$ cat src/rtl/scaler_div_fix.sv
// Registered signed divide-by-2^SCALE with a parameter-selected rounding rule.
// The result is captured one cycle after the operand and is flagged by out_valid.
module scaler_div_fix #(
  parameter int WIDTH      = 8,
  parameter int SCALE      = 2,
  parameter int ROUND_MODE = 0
) (
  input  logic                    clk,
  input  logic                    rst,
  input  logic                    in_valid,
  input  logic signed [WIDTH-1:0] in,
  output logic                    out_valid,
  output logic signed [WIDTH-1:0] out
);

  logic signed [WIDTH-1:0] result;

  if (SCALE < 0 || SCALE > WIDTH - 1) begin : g_bad_scale
    $error("scaler_div_fix: SCALE must lie in 0..WIDTH-1");
  end

  if (ROUND_MODE < 0 || ROUND_MODE > 2) begin : g_bad_mode
    $error("scaler_div_fix: ROUND_MODE must be 0, 1 or 2");
  end

  if (SCALE == 0) begin : g_pass
    assign result = in;
  end else begin : g_div
    logic signed [WIDTH-1:0] q;
    logic        [SCALE-1:0] frac;
    logic        [SCALE-1:0] half;
    logic                    neg;
    logic                    bump;

    assign q    = in >>> SCALE;
    assign frac = in[SCALE-1:0];
    assign neg  = in[WIDTH-1];

    always_comb begin
      half = '0;
      half[SCALE-1] = 1'b1;
    end

    // The shift already floors, so every mode only ever needs a +1 correction.
    always_comb begin
      bump = 1'b0;
      case (ROUND_MODE)
        0:       bump = neg && (frac != '0);
        1:       bump = 1'b0;
        default: bump = neg ? (frac > half) : (frac >= half);
      endcase
    end

    // |q|+1 always fits in WIDTH bits once SCALE>=1, so the carry-out is never needed.
    assign result = q + WIDTH'(bump);
  end

  always_ff @(posedge clk) begin
    if (rst) begin
      out       <= '0;
      out_valid <= 1'b0;
    end else begin
      out_valid <= in_valid;
      if (in_valid) begin
        out <= result;
      end
    end
  end

endmodule

$ cat config.mk
export PLATFORM = sky130hd
export DESIGN_NAME = scaler_div_fix
export DESIGN_NICKNAME = d
export VERILOG_FILES = /design/src/rtl/scaler_div_fix.sv
export SDC_FILE = /design/constraint.sdc
export NUM_CORES = 1
export LEC_CHECK = 0
export ABC_CLOCK_PERIOD_IN_PS = 1200
export BUFFER_PORTS_ARGS = -buffer_cell sky130_fd_sc_hd__buf_2
export CAP_MARGIN = 20
export CORE_AREA = 5 5 42 44
export CTS_BUF_LIST = sky130_fd_sc_hd__clkbuf_16
export CTS_CLUSTER_DIAMETER = 80
export DETAILED_ROUTE_END_ITERATION = 16
export DIE_AREA = 0 0 47 49
export SYNTH_ARGS = -nofsm -noshare
export SYNTH_HDL_FRONTEND = slang
export SYNTH_SLANG_ARGS = --single-unit
$ cat constraint.sdc
create_clock -name clk -period 1.2 [get_ports clk]
set_clock_uncertainty 0.15 [all_clocks]
set_input_delay 0.06 -clock clk [delete_from_list [all_inputs] [get_ports clk]]
set_output_delay 0.06 -clock clk [all_outputs]
set_load 0.005 [all_outputs]
## After elaboration in Yosys (flattened, before gate mapping)

Cells that the tools add are included.

- $add $sub $neg: 1
- Reduce and logical (&&, ||, !) cells: 2

Operator list:

| cell | count |
|---|---|
| $add 6x2->7 | 1 |
| $reduce_bool 2->1 | 1 |
| $logic_and 1x1->1 | 1 |

- Flip-flop bits (word level): 9
- Word-level logic and storage cells: 5

## Longest topological paths before layout

- Depth after elaboration: 3
- Mapped depth: 6
- Mapped depth without buffers: 6

## Worst setup path before layout

No wires, ideal clock.

- Path kind: input to register
- Start: in in[1]
- End: reg out[5]
- Data arrival time: 0.989 ns
- Required time: 0.962 ns
- Slack: -0.027 ns
- Stages: 5
- Path buffers: 0
- Cells stage by stage: o21a_1 -> ha_1 -> nand3_2 -> or3_1 -> a311oi_2

- Longest elaborated chain between the ends: 3

Ends and longest elaborated chain:

| item | RTL line | source |
|---|---|---|
| start, declared | 11 | `input logic signed [WIDTH-1:0] in,` |
| $reduce_bool 2->1 | 48 | `0: bump = neg && (frac != '0);` |
| $logic_and 1x1->1 | 48 |  |
| $add 6x2->7 | 55 | `assign result = q + WIDTH'(bump);` |
| end signal, assigned | 65 | `out <= result;` |
| end, declared | 13 | `output logic signed [WIDTH-1:0] out` |

No other way between the ends.
A chain may end at the register's enable or synchronous reset.

## Worst setup path in the final report

- Start: in in[1]
- End: reg out[4]

The elaborated chain is that of the path after synthesis.

==> flow_summary.toml <==
[final_layout]
final_core_util_pct = 41.07
syn2layout_area_growth_pct = 53.85
layout.nets = 76
drive_gt1_share_pct = 44.26
antenna_cells = 0

[clocking]
ctsResizeCount = 0
clk_pin_slew_worst_paths_ns = 0.04
cts_sinks = 8
cts_tree = "done"
cts_buffer_depth = 2
cts-htree-levels = 1
post-cts-setup-buffers = 0
clock_latency_ns = 0.23
cts_root_buf = "clkbuf_16"
cts_buffers = 3

[drt]
routed_via_density = 4.494
ant_nets = 0
dr.pass1.iters = 3
drt_iter0_drc = 2
num_vias = 346
wl_per_cell_um = 10.53
route.detailed.drc = 0
routed_wl_um = 811

[logic_synthesis]
synth_edf_count = 0
syn-cell-area_um2 = 374.1
synth-seq-cells = 8
synth_xor_area_share_pct = 7.023
syn_inst = 39
syn_area_per_cell_um2 = 9.593
synth_compound_area_share_pct = 14.72
synth_top_family_by_area = "simple AND/OR/NAND/NOR gates"
yosys.area_share.simple_pct = 19.06
ys_seq_area_share_pct = 42.81
synth_nets = 52
synth_common_cells = "8 x dfxtp_1, 6 x nor2_1, 3 x a211oi_1"
synthArstFlopShare_pct = 0
ys.warnings.count = 0
synth_area_leader_cell = "dfxtp_1"
yosysMostFrequentCell = "dfxtp_1"
synthMuxAreaShare_pct = 5.351
synth_fa_ha_area_share_pct = 6.689
ys_types = 21
netlist_top_cells_area = "dfxtp_1 43%, ha_1 6.7%, a211oi_1 6.0%"
synth_top_flop_cell = "dfxtp_1"
synth_top_area_share_pct = 42.81

[status]
outcome = "finished, final reports clean"

[global_routing]
grt_pass1_wl_um = 1317
grt_pass1_vias = 330
antenna_found_initial = 0
grt_max_degree = 14
overflow = 0
grtUsageTotal_pct = 8.339

[setup_path]
cp-start-kind = "input port"
criticalPathCategory = "input port to flip-flop"
arrival_ns = 1.09
worstPathRequired_ns = 1.20
r2r_start = "out[5]"
reg2reg_depth = 2
timing.rr.end = "out[5]"
reg2reg_slack_ns = 0.38
cp_max_fo = 3
crit_path_end_kind = "flip-flop"

[placement]
numPortBuffers = 19
dpl.hpwl_um = 627.4
routabilityCongestion = 0.8620

[pwr]
p_per_area_nw_per_um2 = 1660
ir_drop_mv = 0.9159
leakage_nw = 0.2657

[sta]
finalHoldViolCount = 0
drv_slew = 0
fmaxAchievable_mhz = 912.7
timing.final.crit_share_pct = 91.30
rsz0062_at_grt = "no"
tightest_slew_ns = 0.2418
period_needed_ns = 1.096
fin_tns_setup_ns = 0
relSlewSlack_pct = 83.88
finalSetupViolCount = 0

[worst_hold_path]
min_from = "in[4]"
hold_class = "input port to flip-flop"
holdPathStages = 3
worstHoldEndpoint = "out[2]"

[die]
die_h_um = 49
die_w_um = 47
initial_core_util_pct = 26.70
dieArea_um2 = 2303
fp-row-count = 14
core_region_area_um2 = 1401
ios = 20

[run]
drv_cap = 0
-- cell families (layout without fill, tap and decap cells) --
kind of cell,count (synthesis),after routing
AND/OR/NAND/NOR,14,14
buffers and inverters,3,25
AO/OA/AOI/OAI,7,7
XOR/XNOR,3,3
multiplexers,2,2
adder cells (fa/ha/maj),2,2
flip-flops,8,8
-- flip-flops by register name (all words and copies together), names as in the netlist --
name,count
out,7
out_valid,1
-- per-stage QoR --
step / area (um2) / hold WS, ns / instances / power [W] / worst slack (ns)
after floorplan: 376.6 / 0.07569 / 39 / 0.0003516 / -0.009755
after CTS: 575.6 / 0.04217 / 77 / 0.0009713 / 0.09399
after global placement: 490.5 / 0.1952 / 73 / 0.0003996 / -0.1364
after global routing: 575.6 / 0.06435 / 77 / 0.0009981 / 0.02815
after detailed placement: 490.5 / 0.2026 / 73 / 0.0004012 / -0.1466
final: 575.6 / 0.04051 / 77 / 0.0009557 / 0.1044
-- critical path, stage by stage --
cell,delay [ns]
buf_2,0.10
o21a_1,0.18
ha_2,0.19
ha_1,0.21
nand3_1,0.09
xor2_1,0.06
a211oi_1,0.20
-- metal layers --
metal | track usage [%] | up-vias | wire length [um]
li1 | - | 182 | -
met2 | 10.18 | 19 | 303
met5 | 0 | - | 0
met3 | 5.904 | 4 | 108
met4 | 4.147 | 0 | 21
met1 | 10.67 | 141 | 378
-- power breakdown --
part / switching (W) / internal (W) / total (W)
registers: 0.00000743 / 0.000286 / 0.000294
logic: 0.0000494 / 0.0000543 / 0.000104
clock network: 0.000129 / 0.000429 / 0.000558
total: 0.000186 / 0.000770 / 0.000956
-- timing repair --
item                       4_1_cts  5_1_grt
hold buffers                     1        0
hold endpoints to repair         8        0
setup endpoints to repair        0        1
-- cell type report --
class | count | area (um2)
clock buffers | 3 | 75.07
fillers | 155 | 825.8
multi-input cells | 28 | 200.2
flip-flops and latches | 8 | 160.2
well taps | 16 | 20.02
repair buffers | 22 | 120.1
-- worst max-delay path by stage --
stage	startpoint	endpoint	cells past startpoint
after floorplan	in[1]	out[5]	5
after global placement	in[1]	out[4]	7
after detailed placement	in[1]	out[4]	7
after CTS	in[1]	out[4]	7
after global routing	in[1]	out[2]	6
final	in[1]	out[4]	7
-- cells in the final DEF, fill, tap and decap left out, drive strengths merged --
cell type and n:
a21oi 1, dlygate4sd3 1, o21ai 1, nor2 6, nand2 1, nand3 3, ha 2, dfxtp 8
xor2 2, or3 1, buf 21, nand2b 1, a211oi 3, o21a 1, nor2b 1, clkbuf 3
nand4 1, mux2i 2, a311oi 1, xnor2 1
Note: power is estimated with default switching activity, not from simulation.
